<file path="config.mk">
export PLATFORM = sky130hd
export DESIGN_NAME = can_clk_gen
export DESIGN_NICKNAME = d
export VERILOG_FILES = /design/src/rtl/can_clk_gen.sv
export SDC_FILE = /design/constraint.sdc
export NUM_CORES = 1
export LEC_CHECK = 0
export BUFFER_PORTS_ARGS = -buffer_cell sky130_fd_sc_hd__clkbuf_2
export CORE_AREA = 2 2 39 41
export DETAILED_ROUTE_END_ITERATION = 12
export DIE_AREA = 0 0 41 43
export SETUP_SLACK_MARGIN = 0.2
export SYNTH_ARGS = -nofsm -noshare
export SYNTH_HDL_FRONTEND = slang
export SYNTH_SLANG_ARGS = --single-unit
export TNS_END_PERCENT = 20
</file>
<file path="constraint.sdc">
create_clock -name clock_in_i -period 1.84 [get_ports clock_in_i]
set_clock_uncertainty 0.15 [all_clocks]
set_input_delay 0.368 -clock clock_in_i [delete_from_list [all_inputs] [get_ports clock_in_i]]
set_output_delay 0.368 -clock clock_in_i [all_outputs]
set_load 0.03 [all_outputs]
</file>
<file path="src/rtl/can_clk_gen.sv">
// CAN time-quantum clock divider: emits a registered divided clock and a one-cycle enable strobe.
// Defining CAN_CLK_GEN_ASSERT_EN compiles in concurrent property checks; logic is identical either way.
module can_clk_gen #(
  parameter int DIVISOR = 200
) (
  input  logic clock_in_i,
  input  logic reset_i,
  input  logic en_i,
  input  logic sync_i,
  output logic clock_out_o,
  output logic clock_pulse_out_o
);

  localparam int CW = (DIVISOR > 2) ? $clog2(DIVISOR) : 1;
  localparam int H  = DIVISOR / 2;
  localparam logic [CW-1:0] CNT_LAST = CW'(DIVISOR - 1);
  localparam logic [CW-1:0] CNT_HALF = CW'(H - 1);

  generate
    if (DIVISOR < 2) begin : g_divisor_check
      $error("can_clk_gen: DIVISOR must be at least 2");
    end
  endgenerate

  logic [CW-1:0] cnt_reg;

  // Output goes high on wrap (cnt 0..H-1 high), low once cnt passes H-1.
  always_ff @(posedge clock_in_i or negedge reset_i) begin
    if (!reset_i) begin
      cnt_reg           <= '0;
      clock_out_o       <= 1'b0;
      clock_pulse_out_o <= 1'b0;
    end else if (sync_i) begin
      cnt_reg           <= '0;
      clock_out_o       <= 1'b0;
      clock_pulse_out_o <= 1'b0;
    end else if (!en_i) begin
      clock_pulse_out_o <= 1'b0;
    end else if (cnt_reg == CNT_LAST) begin
      cnt_reg           <= '0;
      clock_out_o       <= 1'b1;
      clock_pulse_out_o <= 1'b1;
    end else if (cnt_reg == CNT_HALF) begin
      cnt_reg           <= cnt_reg + CW'(1);
      clock_out_o       <= 1'b0;
      clock_pulse_out_o <= 1'b0;
    end else begin
      cnt_reg           <= cnt_reg + CW'(1);
      clock_pulse_out_o <= 1'b0;
    end
  end

`ifdef CAN_CLK_GEN_ASSERT_EN
  a_cnt_range: assert property (@(posedge clock_in_i) disable iff (!reset_i)
    cnt_reg <= CNT_LAST);
  a_pulse_on_rise: assert property (@(posedge clock_in_i) disable iff (!reset_i)
    clock_pulse_out_o |-> (clock_out_o && !$past(clock_out_o)));
  a_pulse_needs_en: assert property (@(posedge clock_in_i) disable iff (!reset_i)
    clock_pulse_out_o |-> $past(en_i));
  a_pulse_single: assert property (@(posedge clock_in_i) disable iff (!reset_i)
    clock_pulse_out_o |=> !clock_pulse_out_o);
`endif

endmodule

</file>
==> results of run 1 <==
## critical path, cell delays in order, from the launching register on
cell	delay, ns
dfrtp_1	0.43
ha_2	0.24
and4bb_2	0.27
a21o_2	0.25
a21oi_1	0.13
## metrics by stage
step                total power, mW  cell area (µm²)  cells
detailed placement            0.258              557     72
floorplan                     0.249              527     53
global route                  0.423              592     76
global placement              0.258              557     72
finish                        0.395              592     76
CTS                           0.403              589     76
## cell type report
type	count	area, µm²	share of cell area
multi-input cells	38	253	0.427
flip-flops and latches	10	250	0.423
repair buffers	6	35.0	0.0592
clock buffers	3	22.5	0.0381
well taps	16	20.0	0.0338
inverters	3	11.3	0.0190
## path summary, 6_finish.rpt
| kind | endpoint | cells past startpoint | start |
|---|---|---|---|
| min in group asynchronous | clock_out_o | 2 | reset_i |
| hold reg to reg | cnt_reg[6] | 2 | cnt_reg[6] |
| setup reg to reg | cnt_reg[7] | 4 | cnt_reg[0] |
| hold / removal | cnt_reg[3] | 2 | sync_i |
| max in group asynchronous | cnt_reg[7] | 2 | reset_i |
| setup / recovery | cnt_reg[7] | 4 | cnt_reg[0] |
## cell families after synthesis
logic type / Yosys count / share of synthesized area
xor gates and xnor gates: 2 / 0.0333
and+or+nand+nor: 20 / 0.219
adders and majority gates: 1 / 0.0237
AOI/OAI and AO/OA: 15 / 0.200
DFF: 10 / 0.475
buffers and inverters: 5 / 0.0499
## synth_stat cells
library cell,number
inv_1,3
o31ai_1,1
nand4_1,1
and4b_1,2
dfrtp_1,10
o21ai_0,2
a21o_2,1
o22ai_1,1
nor2_1,3
or3_1,2
o32ai_1,1
o2111ai_1,1
a311o_1,1
xnor2_1,1
nand2_1,5
nand3_1,3
buf_4,2
o211ai_2,1
and3_1,1
a21oi_1,5
and4bb_2,1
nor3_1,1
xor2_1,1
a211oi_1,1
ha_1,1
or4_1,1
## timing repair
item                       CTS  global route
gates resized for setup      0             1
setup buffers                0             0
hold buffers                 1             0
hold endpoints to repair    10             0
setup endpoints to repair    0             4
## per-layer routing
layer	global-route usage	vias up
met5	0	-
met4	0.120	0
met3	0.0314	2
met2	0.178	5
met1	0.201	214
li1	-	213
## power groups by stage
stage	combinational, mW	clock (mW)	sequential [mW]
floorplan	0.0179	0	0.231
global placement	0.0252	0	0.232
detailed placement	0.0256	0	0.232
CTS	0.0274	0.148	0.228
global route	0.0316	0.162	0.229
finish	0.0269	0.139	0.229
==> reports/results.ini, run 1 <==
[placed_design]
post-place-ws_ns=0.185
dp_hpwl_um=711
numPortBuffers=5
gp_congestion=0.827

[timing]
rsz0062_at_grt=true
relSlewSlack=0.839
setup_ws_ns=0.292
report.final.slew_viol_count=0
worstMarginPinSlew_ns=0.242
max_freq_mhz=646
hold_viol=0
holdWs_ns=0.259
setup_tns_ns=0
final-setup-viol-count=0
finalCriticalPeriod_ns=1.55
fin_crit_sh=0.842

[cells_and_area]
fillers=129
syn2layout_area_growth_pct=12.4
fin_nets=67
final_util=0.428
largest_reg_flops=8
diodes=0
final_common_cell=dfrtp_1
drive_gt1_frac=0.200
final_cell_mix=dfrtp_1 (10), nand2_1 (5), a21oi_1 (5), clkbuf_2 (5)

[setup_path]
r2r_slack_ns=0.29
critical_path_arrival_ns=1.57
worstPathMaxFanout=6
path_class=flip-flop to flip-flop
start_kind=flip-flop
worstPathRequired_ns=1.86
cp-end-kind=flip-flop

[yosys]
syn-num-nets=58
syn_area_um2=527
yosysUniqueCellTypes=26
ys_seq_elements=10
yosys_warnings=0
avgSynthCellArea_um2=9.94
synthCells=53
yosysSeqAreaShare=0.475
ys_top_cells_by_area=dfrtp_1 (48%), a21oi_1 (4.8%), and4b_1 (3.8%)
yosysTopAreaCell=dfrtp_1
synth.top_cell.area_share=0.475

[run]
maxCapViolations=0

[pwr]
pwr-share-comb=0.068
netSwitchingFraction=0.218
peakVddDrop_mv=0.309
power_leakage_nw=0.257
powerDensity_nw_per_um2=667
seqPwrFrac=0.579
p_sw_mw=0.0861
internal-power_mw=0.309
power_frac_clock=0.352

[routing]
wl_met2_um=470
drt-total-wl_um=977
route.met3.wl_um=27
wl_met1_um=470
drtIter0Drc=4
drtPass1Iterations=4
ant_nets=0
top_layer=met4
vias_per_cell=5.71
wire_per_inst_um=12.9
dr_total_vias=434
drc=0

[global_route]
antenna_found_initial=0
grt_pass1_vias=390
grt.total_usage=0.143
grt_pass1_wl_um=1660
grt_overflow=0
grt_max_degree=11

[die]
fp.dieH_um=43
dieArea_um2=1760
initial_core_util=0.381
die_x_um=41
core_area_um2=1380
io_pins=6
rows=14

[worst_hold_path]
hold_class=primary input to flip-flop

[run_status]
status=finished clean

[clock_tree]
clock_path_buffers=2
cts_htree_levels=1
root_buffer=clkbuf_4
cts_buffers=3
numClockSinks=10
clock_latency_ns=0.26
clk_pin_slew_ns=0.06
cts_tree=done

No activity file was read; power rests on OpenSTA's default activity.
==> run 2: changes to the inputs <==
==> constraint.sdc (replaced) <==
create_clock -name clock_in_i -period 1.25 [get_ports clock_in_i]
set_clock_uncertainty 0.15 [all_clocks]
set_input_delay 0.25 -clock clock_in_i [delete_from_list [all_inputs] [get_ports clock_in_i]]
set_output_delay 0.25 -clock clock_in_i [all_outputs]
set_load 0.03 [all_outputs]
==> run 2 against run 1 <==
Effect of this change:
- the flow now finishes with violations (setup timing)
- via count up 14%
- largest power group unchanged
- sequential power up 46%
- routed wire length up 20%
- worst hold slack worse by 0.064 ns
- count of clock-buffer cells in the layout unchanged
- combinational power up 120%
- final area up 23%
- sequential share of layout area down 7.9 points
- first-iteration DRC count rose to 2.5 times the previous value
- die area unchanged
- register-to-register slack worse by 0.46 ns
==> reports/results.ini, run 2 (synthesis gave the netlist of run 1 again) <==
[placed_design]
place_inst=85
numPortBuffers=5
dp_hpwl_um=903
post-place-ws_ns=-0.152
post_dp_cell_area_um2=657
gp_congestion=0.784

[routing]
drt-total-wl_um=1180
wl_met1_um=561
wl_met2_um=561
wire_per_inst_um=13.2
drc=0
drtPass1Iterations=4
top_layer=met4
dr_total_vias=494
vias_per_cell=5.55
drtIter0Drc=10
route.met3.wl_um=38
ant_nets=0

[timing]
setup_ws_ns=-0.167
worstMarginPinSlew_ns=0.260
relSlewSlack=0.827
max_freq_mhz=706
finalCriticalPeriod_ns=1.42
rsz0062_at_grt=true
fin_crit_sh=1.13
hold_viol=0
final-setup-viol-count=10
report.final.slew_viol_count=0
setup_tns_ns=-1.02

[clock_tree]
cts_htree_levels=1
clk_pin_slew_ns=0.06
clock_latency_ns=0.26
cts_buffers=3
numClockSinks=10
clock_path_buffers=2
root_buffer=clkbuf_4
cts_tree=done
post-cts-setup-buffers=0

[pwr]
powerDensity_nw_per_um2=831
power.total_mw=0.604
power_leakage_nw=0.327
peakVddDrop_mv=0.422

[die]
rows=14
core_area_um2=1380
dieArea_um2=1760
fp.dieH_um=43
io_pins=6
initial_core_util=0.381
die_x_um=41

[cells_and_area]
largest_reg_flops=8
syn2layout_area_growth_pct=38.0
final_cell_mix=buf_4 (13), dfrtp_1 (10), nand2_1 (4)
drive_gt1_frac=0.397
fin_nets=80
final_common_cell=buf_4
diodes=0
design_area_um2=727
fillers=133
stdcell_count=89

[run_status]
status=finished, violations left
violations=setup timing

[global_route]
grt_max_degree=11
grt_pass1_wl_um=2010
grt_overflow=0
grt.total_usage=0.169
antenna_found_initial=0
grt_pass1_vias=462

[setup_path]
cp-end-kind=flip-flop
start_kind=flip-flop
path_class=flip-flop to flip-flop
critical_path_arrival_ns=1.45
worstPathRequired_ns=1.28
worstPathMaxFanout=4

[run]
maxCapViolations=0

[worst_hold_path]
hold_class=primary input to flip-flop

run 2: cell types whose count changed in the layout (fill, tap and decap cells not counted), moves of 2 or more:
cell,before,now
a21oi_1,5,3
buf_4,0,13
clkbuf_2,5,3
a21oi_2,0,2
buf_8,0,2
run 2: critical path: stages (launching register included):
cell,delay (ns)
dfrtp_1,0.41
ha_2,0.20
and4bb_2,0.25
a21o_4,0.22
a21oi_1,0.11
run 2: metal layers:
metal,up-vias,track usage
met5,-,0
met4,0,0.0800
met3,2,0.0471
met2,7,0.228
met1,242,0.243
li1,243,-
run 2: timing repair:
action,CTS,global route
pin swaps,2,3
hold buffers,1,0
endpoints found under the hold margin,10,0
cloned,0,0
setup endpoints to repair,12,12
resized for setup,5,6
run 2: through the flow:
stage / hold slack, ns / utilization
floorplan: -0.196 / -
global placement: -0.0188 / 0.475
detailed placement: -0.0197 / 0.475
CTS: 0.179 / 0.513
global route: 0.204 / 0.525
finish: 0.195 / 0.525
run 2: cell type report:
type,instances,area [µm²],share of cell area
Timing Repair Buffer,19,153,0.210
Inverter,3,11.3,0.0155
Multi-Input combinational cell,38,270,0.372
Clock buffer,3,22.5,0.0310
Sequential cell,10,250,0.344
Tap cell,16,20.0,0.0275
run 2: path summary, 6_finish.rpt:
check | start | end | slack, ns | cells after the start
max in group asynchronous | reset_i | cnt_reg[5] | 0.50 | 2
worst min register to register | cnt_reg[7] | cnt_reg[7] | 0.42 | 2
worst max-delay path | cnt_reg[0] | cnt_reg[7] | -0.17 | 4
min in group asynchronous | reset_i | clock_out_o | 0.24 | 2
worst min-delay path | sync_i | cnt_reg[3] | 0.20 | 3
worst max register to register | cnt_reg[0] | cnt_reg[7] | -0.17 | 4
run 2: report_power, final:
part	internal (mW)	leakage (nW)	switching, mW	total, mW
Combinational	0.0276	0.175	0.0324	0.0599
Clock	0.111	0.0138	0.0992	0.210
Sequential	0.329	0.138	0.00535	0.335
==> run 3: changes to the inputs <==
==> constraint.sdc (replaced) <==
create_clock -name clock_in_i -period 1.25 [get_ports clock_in_i]
set_clock_uncertainty 0.15 [all_clocks]
set_input_delay 0.25 -clock clock_in_i [delete_from_list [all_inputs] [get_ports clock_in_i]]
set_output_delay 0.25 -clock clock_in_i [all_outputs]
set_load 0.1 [all_outputs]
==> run 3 against run 2 <==
Effect of this change:
- the run still ends with setup timing left
- die area is the same
- critical path depth is the same
- worst hold slack worse by 0.022 ns
- routed wire length shrank 6.4%
- register-to-register slack barely moved
- fmax rose by 0.55%
- global-route usage grew 0.10 points
- critical path type unchanged
- largest power group unchanged
==> reports/results.ini, run 3 (synthesis gave the netlist of run 1 again) <==
[die]
core_area_um2=1380
rows=14
io_pins=6
fp.dieH_um=43
dieArea_um2=1760
die_x_um=41
initial_core_util=0.381

[setup_path]
worstPathRequired_ns=1.29
path_class=flip-flop to flip-flop
critical_path_arrival_ns=1.45
start_kind=flip-flop
cp-end-kind=flip-flop
worstPathMaxFanout=4

[routing]
drc=0
vias_per_cell=5.30
ant_nets=0
drtIter0Drc=1
drtPass1Iterations=4
dr_total_vias=472
drt-total-wl_um=1100
wire_per_inst_um=12.4

[cells_and_area]
largest_reg_flops=8
design_area_um2=767
final_cell_mix=buf_4 (12), dfrtp_1 (9), nand2_1 (5), a21oi_2 (4)
stdcell_count=89
syn2layout_area_growth_pct=45.6
diodes=0
drive_gt1_frac=0.452
final_common_cell=buf_4
fillers=133
fin_nets=79

[placed_design]
numPortBuffers=5
gp_congestion=0.795
post-place-ws_ns=-0.179
dp_hpwl_um=845
post_dp_cell_area_um2=691
place_inst=84

[clock_tree]
root_buffer=clkbuf_4
clk_pin_slew_ns=0.07
cts_buffers=3
clock_path_buffers=2
cts_tree=done
clock_latency_ns=0.26
numClockSinks=10
cts_htree_levels=1

[global_route]
grt_pass1_wl_um=2060
grt.total_usage=0.170
grt_pass1_vias=492
grt_max_degree=11
grt_overflow=0
antenna_found_initial=0

[timing]
fin_crit_sh=1.13
worstMarginPinSlew_ns=0.297
report.final.slew_viol_count=0
setup_tns_ns=-1.06
hold_viol=0
relSlewSlack=0.800
finalCriticalPeriod_ns=1.41
setup_ws_ns=-0.159
final-setup-viol-count=11
rsz0062_at_grt=true
max_freq_mhz=710

[run_status]
violations=setup timing
status=finished, violations left

[run]
maxCapViolations=0

[pwr]
power_leakage_nw=0.331
peakVddDrop_mv=0.467
powerDensity_nw_per_um2=891
internal-power_mw=0.535
pwr-share-comb=0.090
netSwitchingFraction=0.217
seqPwrFrac=0.493
p_sw_mw=0.148
power_frac_clock=0.417

[worst_hold_path]
hold_class=primary input to flip-flop

## run 3: changes by cell type in the layout (fill, tap and decap cells not counted), moves of 2 or more
cell / before / now
a21oi_2: 2 / 4
buf_12: 0 / 2
buf_8: 2 / 0
a21oi_1: 3 / 1
## run 3: metal layers
metal	vias up	routed length, µm	GRT usage
li1	238	-	-
met1	225	488	0.226
met2	7	555	0.256
met3	2	45	0.0314
met4	0	12	0.0800
met5	-	0	0
## run 3: worst paths after layout
path	depth (start not counted)	to	from	slack, ns
max	4	cnt_reg[7]	cnt_reg[1]	-0.16
min	3	cnt_reg[3]	sync_i	0.17
max reg2reg	4	cnt_reg[7]	cnt_reg[1]	-0.16
min reg2reg	2	cnt_reg[7]	cnt_reg[7]	0.44
max in group asynchronous	2	clock_out_o	reset_i	0.49
min in group asynchronous	2	cnt_reg[6]	reset_i	0.23
## run 3: what timing repair did
action                     4_1_cts  5_1_grt
setup endpoints to repair       12       12
resized for setup                3        5
pin swaps                        6        3
hold buffers                     1        0
buffers inserted                 0        0
hold endpoints to repair        10        0
## run 3: power by group through the flow
stage                     clock, mW  combinational, mW  sequential, mW
after floorplan                   0             0.0280           0.343
after global placement            0             0.0557           0.342
after detailed placement          0             0.0567           0.342
after CTS                     0.295             0.0614           0.336
after global routing          0.322             0.0714           0.337
final                         0.285             0.0616           0.337
## run 3: cell type report
type	count	area [µm²]	area share
clock buffer	4	36.3	0.0473
tap	16	20.0	0.0261
sequential	10	251	0.328
multi-input combinational	38	293	0.382
timing repair buffer	18	155	0.202
inverter	3	11.3	0.0147
## run 3: stage by stage
| step | utilization | hold slack (ns) | power [mW] |
|---|---|---|---|
| after floorplan | - | -0.196 | 0.371 |
| after global placement | 0.499 | -0.0206 | 0.398 |
| after detailed placement | 0.499 | -0.0193 | 0.399 |
| after CTS | 0.541 | 0.177 | 0.692 |
| after global routing | 0.554 | 0.166 | 0.730 |
| final | 0.554 | 0.173 | 0.683 |
## run 3: critical path, stage by stage, from the launching register on
cell	delay, ns
dfrtp_1	0.43
ha_4	0.18
and4bb_2	0.25
a21o_4	0.23
a21oi_2	0.10
